<file path="src/rtl/horn_pkg.sv">
// Shared types and constants for the horn tone-path controller.
package horn_pkg;

    typedef enum logic [2:0] {
        IDLE     = 3'd0,
        FAULT    = 3'd1,
        MANUAL   = 3'd2,
        WARN_ON  = 3'd3,
        WARN_OFF = 3'd4
    } horn_state_t;

    typedef struct packed {
        logic fault;
        logic button;
        logic warn;
    } horn_req_t;

    localparam logic [1:0] MODE_IDLE   = 2'd0;
    localparam logic [1:0] MODE_WARN   = 2'd1;
    localparam logic [1:0] MODE_MANUAL = 2'd2;
    localparam logic [1:0] MODE_FAULT  = 2'd3;

    localparam logic [7:0] STEP_HI_DEF  = 8'd4;
    localparam logic [7:0] STEP_LO_DEF  = 8'd2;
    localparam logic [7:0] STEP_MID_DEF = 8'd3;
    localparam logic [7:0] AMP_FULL     = 8'hFF;

    localparam int DWELL_W = 16;

    function automatic logic [1:0] mode_of(input horn_state_t s);
        case (s)
            FAULT:            return MODE_FAULT;
            MANUAL:           return MODE_MANUAL;
            WARN_ON, WARN_OFF: return MODE_WARN;
            default:          return MODE_IDLE;
        endcase
    endfunction

endpackage

</file>
<file path="src/rtl/horn_tick_gen.sv">
// Free-running millisecond prescaler: one-cycle tick_o when the count reaches TICK_DIV-1.
module horn_tick_gen #(
    parameter int TICK_DIV = 50000
) (
    input  logic clk_i,
    input  logic rst_ni,
    output logic tick_o
);

    localparam int               CNT_W   = (TICK_DIV > 2) ? $clog2(TICK_DIV) : 1;
    localparam logic [CNT_W-1:0] CNT_MAX = CNT_W'(TICK_DIV - 1);

    logic [CNT_W-1:0] cnt_q;

    // NOTE: sequential state uses non-blocking assignments so every flop samples pre-edge values.
    always_ff @(posedge clk_i) begin
        if (!rst_ni) begin
            cnt_q <= '0;
        end else if (cnt_q == CNT_MAX) begin
            cnt_q <= '0;
        end else begin
            cnt_q <= cnt_q + 1'b1;
        end
    end

    assign tick_o = (cnt_q == CNT_MAX);

endmodule

</file>
<file path="src/rtl/horn_sequencer.sv">
// Horn request arbiter and cadence FSM driving the tone generator.
// Optional amplitude soft-start ramp is enabled by defining HORN_SOFTSTART_EN.
module horn_sequencer
    import horn_pkg::*;
#(
    parameter int         TICK_DIV    = 50000,
    parameter int         MIN_ON_MS   = 500,
    parameter int         WARN_ON_MS  = 200,
    parameter int         WARN_OFF_MS = 800,
    parameter int         WARBLE_MS   = 250,
    parameter logic [7:0] STEP_HI     = STEP_HI_DEF,
    parameter logic [7:0] STEP_LO     = STEP_LO_DEF,
    parameter logic [7:0] STEP_MID    = STEP_MID_DEF
) (
    input  logic       c50M,
    input  logic       nReset,
    input  logic       FaultReq,
    input  logic       Button,
    input  logic       WarnReq,
    output logic       ToneEn,
    output logic [7:0] ToneStep,
    output logic [7:0] Amplitude,
    output logic [1:0] Mode,
    output logic       Busy
);

    localparam logic [DWELL_W-1:0] MIN_ON    = DWELL_W'(MIN_ON_MS);
    localparam logic [DWELL_W-1:0] WARN_ON_T = DWELL_W'(WARN_ON_MS);
    localparam logic [DWELL_W-1:0] WARN_OFF_T = DWELL_W'(WARN_OFF_MS);
    localparam logic [DWELL_W-1:0] WARBLE_T  = DWELL_W'(WARBLE_MS - 1);

    logic tick;

    horn_tick_gen #(.TICK_DIV(TICK_DIV)) u_tick (
        .clk_i  (c50M),
        .rst_ni (nReset),
        .tick_o (tick)
    );

    horn_req_t          sync1_q, sync2_q;
    horn_state_t        state_q, state_d;
    logic [DWELL_W-1:0] dwell_q, dwell_d;
    logic [DWELL_W-1:0] warble_cnt_q, warble_cnt_d;
    logic               warble_lo_q, warble_lo_d;
    logic               tone_en_q, tone_en_d;
    logic [7:0]         step_q, step_d;
    logic [7:0]         amp_q, amp_d;
    logic [1:0]         mode_q, mode_d;
    logic               busy_q, busy_d;
    logic               entering;

    always_ff @(posedge c50M) begin
        if (!nReset) begin
            sync1_q      <= '0;
            sync2_q      <= '0;
            state_q      <= IDLE;
            dwell_q      <= '0;
            warble_cnt_q <= '0;
            warble_lo_q  <= 1'b0;
            tone_en_q    <= 1'b0;
            step_q       <= '0;
            amp_q        <= '0;
            mode_q       <= MODE_IDLE;
            busy_q       <= 1'b0;
        end else begin
            sync1_q      <= '{fault: FaultReq, button: Button, warn: WarnReq};
            sync2_q      <= sync1_q;
            state_q      <= state_d;
            dwell_q      <= dwell_d;
            warble_cnt_q <= warble_cnt_d;
            warble_lo_q  <= warble_lo_d;
            tone_en_q    <= tone_en_d;
            step_q       <= step_d;
            amp_q        <= amp_d;
            mode_q       <= mode_d;
            busy_q       <= busy_d;
        end
    end

    // NOTE: every combinational output gets a default first, so no path can infer a latch.
    always_comb begin
        state_d = state_q;
        case (state_q)
            IDLE: begin
                if (sync2_q.fault)       state_d = FAULT;
                else if (sync2_q.button) state_d = MANUAL;
                else if (sync2_q.warn)   state_d = WARN_ON;
            end
            FAULT: begin
                if (!sync2_q.fault) begin
                    if (sync2_q.button)    state_d = MANUAL;
                    else if (sync2_q.warn) state_d = WARN_ON;
                    else                   state_d = IDLE;
                end
            end
            MANUAL: begin
                if (sync2_q.fault)                          state_d = FAULT;
                else if (!sync2_q.button && dwell_q >= MIN_ON) state_d = sync2_q.warn ? WARN_ON : IDLE;
            end
            WARN_ON: begin
                if (sync2_q.fault)            state_d = FAULT;
                else if (sync2_q.button)      state_d = MANUAL;
                else if (!sync2_q.warn)       state_d = IDLE;
                else if (dwell_q >= WARN_ON_T) state_d = WARN_OFF;
            end
            WARN_OFF: begin
                if (sync2_q.fault)             state_d = FAULT;
                else if (sync2_q.button)       state_d = MANUAL;
                else if (!sync2_q.warn)        state_d = IDLE;
                else if (dwell_q >= WARN_OFF_T) state_d = WARN_ON;
            end
            default: state_d = IDLE;
        endcase
    end

    // Entry clear beats a coincident tick, so each state's dwell starts from zero.
    always_comb begin
        entering     = (state_d != state_q);
        dwell_d      = dwell_q;
        warble_cnt_d = warble_cnt_q;
        warble_lo_d  = warble_lo_q;
        if (entering) begin
            dwell_d      = '0;
            warble_cnt_d = '0;
            warble_lo_d  = 1'b0;
        end else if (tick) begin
            if (dwell_q != '1) dwell_d = dwell_q + 1'b1;
            if (state_q == FAULT) begin
                if (warble_cnt_q >= WARBLE_T) begin
                    warble_cnt_d = '0;
                    warble_lo_d  = ~warble_lo_q;
                end else begin
                    warble_cnt_d = warble_cnt_q + 1'b1;
                end
            end
        end
    end

    // Outputs are decoded from the next state so they register on the same edge as the state.
    always_comb begin
        tone_en_d = (state_d inside {FAULT, MANUAL, WARN_ON});
        mode_d    = mode_of(state_d);
        busy_d    = (state_d != IDLE);
        case (state_d)
            FAULT:   step_d = warble_lo_d ? STEP_LO : STEP_HI;
            MANUAL:  step_d = STEP_MID;
            WARN_ON: step_d = STEP_LO;
            default: step_d = '0;
        endcase
`ifdef HORN_SOFTSTART_EN
        if (!tone_en_d || !tone_en_q)      amp_d = '0;
        else if (tick && amp_q != AMP_FULL) amp_d = amp_q + 1'b1;
        else                               amp_d = amp_q;
`else
        amp_d = tone_en_d ? AMP_FULL : '0;
`endif
    end

    assign ToneEn    = tone_en_q;
    assign ToneStep  = step_q;
    assign Amplitude = amp_q;
    assign Mode      = mode_q;
    assign Busy      = busy_q;

endmodule

</file>
<file path="config.mk">
export PLATFORM = sky130hd
export DESIGN_NAME = horn_sequencer
export DESIGN_NICKNAME = d
export VERILOG_FILES = /design/src/rtl/horn_pkg.sv /design/src/rtl/horn_tick_gen.sv /design/src/rtl/horn_sequencer.sv
export SDC_FILE = /design/constraint.sdc
export NUM_CORES = 1
export LEC_CHECK = 0
export CORE_ASPECT_RATIO = 0.8
export CORE_MARGIN = 2
export CORE_UTILIZATION = 55
export CTS_CLUSTER_SIZE = 14
export DETAILED_ROUTE_END_ITERATION = 16
export PLACE_DENSITY = 0.77
export SLEW_MARGIN = 20
export SYNTH_ARGS = -nofsm -noshare
export SYNTH_HDL_FRONTEND = slang
export SYNTH_SLANG_ARGS = --single-unit
</file>
<file path="constraint.sdc">
create_clock -name c50M -period 4.2 [get_ports c50M]
set_clock_uncertainty 0.15 [all_clocks]
set_input_delay 1.05 -clock c50M [delete_from_list [all_inputs] [get_ports c50M]]
set_output_delay 1.05 -clock c50M [all_outputs]
set_load 0.005 [all_outputs]
</file>
* Word-level counts from Yosys, hierarchy flattened
Cells that the tools add are included.
** Operators by class
- Shift operators :: 0
- Bitwise gates (word level) :: 2
- Add/subtract/negate cells :: 3
- $mul :: 0
- $lt $le $gt $ge :: 4
- Mux-type cells :: 26
- Reductions and logical operators :: 10
- Divide/modulo/power cells :: 0
- Eq/ne operators :: 11
** Operators with widths (number)
- adder 16 x 1 -> 16 bit, second input constant :: 3
- 2-to-1 mux 3 bit :: 15
- >= comparator 16 x 8 -> 1 bit, second input constant :: 2
- equality test 16 bit, second input constant :: 1
- >= comparator 16 x 10 -> 1 bit, second input constant :: 1
- >= comparator 16 x 9 -> 1 bit, second input constant :: 1
- 2-to-1 mux 16 bit :: 1
- != test 16 bit, second input constant :: 1
- one-hot mux 3 bit (5 select lines) :: 1
- equality test 3 x 2 -> 1 bit, second input constant :: 4
- one-hot mux 3 bit (3 select lines) :: 1
- 2-to-1 mux 8 bit :: 1
- equality test 3 x 1 -> 1 bit, second input constant :: 2
- equality test 3 bit, second input constant :: 2
- one-hot mux 2 bit (3 select lines) :: 1
- nonzero test 3 bit :: 2
- OR reduction 2 bit :: 3
- 2-to-1 mux 1 bit :: 4
- 2-to-1 mux 2 bit :: 2
- AND reduction 2 bit :: 2
- logical NOT 3 bit :: 1
- != test 3 bit :: 1
- NOT 1 bit :: 2
- logical AND 1 bit :: 1
- logical NOT 1 bit :: 1
** Storage, ports and cells
- Memories :: 0
- Memory bits (read-only) :: 0
- Word-level logic and storage cells :: 72
- Input bits :: 5
- Memory bits (writable) :: 0
- Output and inout bits :: 20
- Flip-flop bits (word level) :: 78
- Latch bits :: 0

* Logic depth before layout (Yosys ltp)
- Word-level depth :: 10
- Depth in mapped cells :: 9
- Gate-level depth less buffers :: 8

* Modules after synthesis
Synthesis repeated with hierarchy kept, for this count alone.
** Second synthesis, totals
- Cells, all modules :: 369
- Area total of the unflattened synthesis :: 3407.0 um2
** Modules (own cells, without submodules)
- horn_sequencer :: area an instance 2617.5 um2, instances 1, cells an instance 290, seq. area each 980.9 um2
- horn_tick_gen :: area an instance 789.5 um2, instances 1, cells an instance 79, seq. area each 320.3 um2

* Worst setup path after synthesis
OpenSTA, ideal clock, no wires.
- Path kind :: reg2reg
- From :: reg dwell_q[14]
- To :: reg warble_cnt_q[13]
- Library setup time :: 0.092 ns
- Period minus slack after synthesis :: 2.655 ns
- Data required time :: 3.958 ns
- Slack :: 1.545 ns
- Cell stages (with the launch flop) :: 9
- Arrival time :: 2.413 ns
- Cell sequence :: dfxtp_1 nor4_1 o211ai_1 o311ai_0 o22a_1 buf_2 mux2_2 clkbuf_1 nor4_1
** Between the ends
- Cells in the longest elaborated chain, start to end :: 8
- Elaborated cells on any way between the ends :: 17
- Classes of those cells :: order compare: 3; eq/ne: 1; mux: 11; reduce/logical: 2
** Ends and longest elaborated chain
- start, declared :: RTL line horn_sequencer.sv:42 : logic [DWELL_W-1:0] dwell_q, dwell_d;
- start signal, assigned :: RTL line horn_sequencer.sv:69 : dwell_q <= dwell_d;
- >= comparator 16 x 10 -> 1 bit / >= comparator 16 x 8 -> 1 bit (equally long branches) :: RTL line horn_sequencer.sv:110, horn_sequencer.sv:104
- 2-to-1 mux 3 bit (on tied branches) :: RTL line horn_sequencer.sv:110, horn_sequencer.sv:104
- 2-to-1 mux 3 bit (on tied branches) :: RTL line horn_sequencer.sv:109, horn_sequencer.sv:103
- 2-to-1 mux 3 bit (on tied branches) :: RTL line horn_sequencer.sv:108, horn_sequencer.sv:102
- 2-to-1 mux 3 bit (on tied branches) :: RTL line horn_sequencer.sv:107, horn_sequencer.sv:101
- one-hot mux 3 bit (5 select lines) * :: RTL line horn_sequencer.sv:83 : case (state_q)
- != test 3 bit * :: RTL line horn_sequencer.sv:118 : entering = (state_d != state_q);
- OR reduction 2 bit (no source line) *
- end signal, assigned :: RTL line horn_sequencer.sv:70 : warble_cnt_q <= warble_cnt_d;
- end, declared :: RTL line horn_sequencer.sv:43 : logic [DWELL_W-1:0] warble_cnt_q, warble_cnt_d;
Every way passes the cells marked *; elsewhere a longest branch is shown, timed or not.
A chain may end at the register's enable or synchronous reset.

* Worst setup path in the final report
- From :: reg dwell_q[14]
- To :: reg dwell_q[15]
** Between the ends
- Cells in the longest elaborated chain, start to end :: 8
- Elaborated cells on any way between the ends :: 20
- Classes of those cells :: add/sub: 1; order compare: 3; eq/ne: 2; mux: 11; reduce/logical: 3
** Ends and longest elaborated chain (RTL line)
- >= comparator 16 x 10 -> 1 bit / >= comparator 16 x 8 -> 1 bit (equally long branches) :: horn_sequencer.sv:110, horn_sequencer.sv:104
- 2-to-1 mux 3 bit (on tied branches) :: horn_sequencer.sv:110, horn_sequencer.sv:104
- 2-to-1 mux 3 bit (on tied branches) :: horn_sequencer.sv:109, horn_sequencer.sv:103
- 2-to-1 mux 3 bit (on tied branches) :: horn_sequencer.sv:108, horn_sequencer.sv:102
- 2-to-1 mux 3 bit (on tied branches) :: horn_sequencer.sv:107, horn_sequencer.sv:101
- one-hot mux 3 bit (5 select lines) :: horn_sequencer.sv:83
- != test 3 bit :: horn_sequencer.sv:118
- OR reduction 2 bit (no source line)
Several ways; a longest one is shown, not always the timed one.

==> flow_summary_export.csv <==
group,metric,value,unit
status,outcome,"complete, no violations",
clock_network,ctsHoldBuffers,0,
placed_design,io_buffer_count,19,
power_and_ir_drop,max-vdd-ir-drop,0.183,mV
power_and_ir_drop,p_seq_share,49.8,%
clock_network,cts_setup_buffers,0,
detailed_routing,wl_met2,3.05,mm
global_routing,grt_pass1_wl,11.3,mm
worst_setup_path,critPathKind,"flip-flop to flip-flop",
logic_synthesis,netlist_instances,374,
min_path,min_path_cells,1,
detailed_routing,wl_met3,306,um
worst_setup_path,critPathLaunchType,"flip-flop",
logic_synthesis,synth_flop_cell,"dfxtp_1",
power_and_ir_drop,clockPowerShare,42.3,%
floorplanning,fp.coreArea,0.00591,sq mm
power_and_ir_drop,swShare,24.9,%
placed_design,gp_congestion,0.855,
clock_network,cts_root_buf,"clkbuf_8",
sta,max_freq,318,MHz
sta,finalSetupTns,0,ps
power_and_ir_drop,power_density,347,mW/mm^2
logic_synthesis,ys_ff_latch,65,
min_path,hold_path.class,"flip-flop to flip-flop",
final_layout,layout.nets,389,
detailed_routing,wirelength_met1,3.15,mm
floorplanning,initial_core_util,56.7,%
power_and_ir_drop,power,1280,uW
logic_synthesis,synth_top_cell_area_share,38.8,%
clock_network,clkTransAtPathRegs,70,ps
detailed_routing,drt_iter0_markers,153,
logic_synthesis,synth-async-reset-ratio,0,%
detailed_routing,top_layer,"met4",
worst_setup_path,end_kind,"flip-flop",
final_layout,diodes,0,
floorplanning,die_w,91.3,um
clock_network,cts_sinks,65,
global_routing,track_usage,21.3,%
power_and_ir_drop,combPwrFrac,7.8,%
power_and_ir_drop,p_sw,319,uW
logic_synthesis,synth_edf_count,0,
logic_synthesis,synth.most_common_cell,"dfxtp_1",
floorplanning,ios,25,
clock_network,clkLatencyLatePin,350,ps
detailed_routing,drc,0,
floorplanning,row_count,25,
detailed_routing,wl,6.66,mm
sta,fin_crit,3150,ps
logic_synthesis,ys_top_cells_by_area,"dfxtp_1 (39%), xnor2_1 (5.5%), xor2_1 (5.5%)",
global_routing,grt_pass1_vias,2398,
sta,hold_viol,0,
sta,rsz0062_at_grt,"false",
logic_synthesis,synth_seq_area_share,38.8,%
run,cap_violations,0,
clock_network,htree_levels,3,
power_and_ir_drop,power.leakage,0.00118,uW
logic_synthesis,ys_warn_count,0,
floorplanning,dieArea,0.00674,sq mm
worst_setup_path,rr_worst_depth,6,
sta,tightest_slew,829,ps
logic_synthesis,synth_cell_types,56,
final_layout,synthToLayoutAreaGrowth,9.88,%
logic_synthesis,syn_area_per_cell,8.97,sq um
clock_network,cts.path.max_buffers,2,
clock_network,cts_buffers,9,
global_routing,grt_overflow,0,
clock_network,cts_resized,0,
worst_setup_path,worst_ep_arrival_time,3230,ps
power_and_ir_drop,internal_power,960,uW
sta,setup-violations-final,0,
logic_synthesis,synth.largest_area_cell,"dfxtp_1",
placed_design,hpwl,4.45,mm
sta,slew_violations,0,
sta,finalCritPeriodShare,74.9,%
worst_setup_path,critPathMaxFanout,34,
logic_synthesis,syn_area,0.00335,sq mm
detailed_routing,drtAntennaViolNets,0,
detailed_routing,wl_per_cell,14.3,um
detailed_routing,vias,2683,
clock_network,cts_tree,"built",
detailed_routing,drt_first_pass_iters,4,
final_layout,layout-drive-gt1-share,10.2,%
worst_setup_path,crit_required,4280,ps
sta,slew_headroom,44.3,%
floorplanning,die_height,73.9,um
logic_synthesis,synthTopCellsByCount,"dfxtp_1 (65), nor2_1 (30), nand2_1 (28), nor4_1 (25)",
global_routing,grt_antenna_before_repair,0,
final_layout,final_util,62.3,%
global_routing,grt_max_degree,35,
detailed_routing,viasPerCell,5.78,
## per-layer routing
metal	up-vias	GRT usage (%)
met5	-	0
met3	14	4.92
li1	1336	-
met4	0	11.3
met1	1264	27.8
met2	69	33.1
## final cells by class
type                       instances  area, sq um
clock inverter                     6         67.6
clock buffer                      10          138
sequential                        65         1300
timing repair buffer              20          198
multi-input combinational        269         1830
tap                               81          101
fill                             489         2230
inverter                          13         48.8
## worst max-delay path: stages, from the launching register on
cell	delay, ps
dfxtp_1	350
nor4_1	550
o211ai_1	290
o311ai_0	350
o22a_1	350
mux2_2	630
nor4_1	360
## power groups by stage
stage | sequential, uW | clock [uW] | combinational [uW]
after floorplan | 648 | 0 | 77.4
after global placement | 651 | 0 | 98.0
after detailed placement | 652 | 0 | 100
after CTS | 637 | 555 | 101
after global routing | 639 | 576 | 111
final | 638 | 541 | 100
## metrics by stage
| step | hold slack (ps) | worst slack, ps | cell area, sq um | instances |
|---|---|---|---|---|
| global route | 302 | 629 | 3690 | 464 |
| finish | 287 | 1050 | 3690 | 464 |
| CTS | 292 | 1040 | 3690 | 464 |
| global placement | 267 | 1170 | 3480 | 448 |
| detailed placement | 272 | 1040 | 3480 | 448 |
| floorplan | 262 | 1540 | 3370 | 378 |
## cell families (layout without fill, tap and decap cells)
group | count (synthesis) | after routing | share of synthesized area, %
AO/OA/AOI/OAI | 33 | 33 | 8.09
XOR/XNOR | 42 | 42 | 11.0
adder cells (fa/ha/maj) | 6 | 6 | 2.24
buffers and inverters | 44 | 49 | 7.05
flip-flops | 65 | 65 | 38.8
multiplexers | 3 | 3 | 0.970
other | 1 | 5 | 0.112
AND/OR/NAND/NOR | 180 | 180 | 31.8
## layout by cell type, fill, tap and decap left out, drive strengths merged, types with 4 or more instances in the layout
| cell type | instances |
|---|---|
| dfxtp | 65 |
| nor4 | 35 |
| nor2 | 33 |
| nand2 | 28 |
| nand3 | 21 |
| xor2 | 21 |
| xnor2 | 21 |
| clkdlybuf4s50 | 19 |
| inv | 13 |
| clkbuf | 10 |
| nor3 | 9 |
| nand4 | 9 |
| and2 | 9 |
| ha | 6 |
| and4 | 5 |
| and3 | 5 |
| conb | 5 |
| or4 | 5 |
| a2111oi | 5 |
| o21ai | 4 |
| a21oi | 4 |
## worst paths after layout
path                             from                       end  slack, ps
max          dwell_q[14]$_SDFFE_PP0P_  dwell_q[15]$_SDFFE_PP0P_       1050
min             sync1_q[2]$_SDFF_PN0_     sync2_q[2]$_SDFF_PN0_        290
max reg2reg  dwell_q[14]$_SDFFE_PP0P_  dwell_q[15]$_SDFFE_PP0P_       1050
min reg2reg     sync1_q[2]$_SDFF_PN0_     sync2_q[2]$_SDFF_PN0_        290
## sequential cells by signal, summed over array words and instances, names as in the netlist, 2 cells and up
signal / count
Mode: 2
ToneStep: 3
dwell_q: 16
state_q: 3
sync1_q: 3
sync2_q: 3
u_tick.cnt_q: 16
warble_cnt_q: 16
Power figures use the tool's default switching activity.
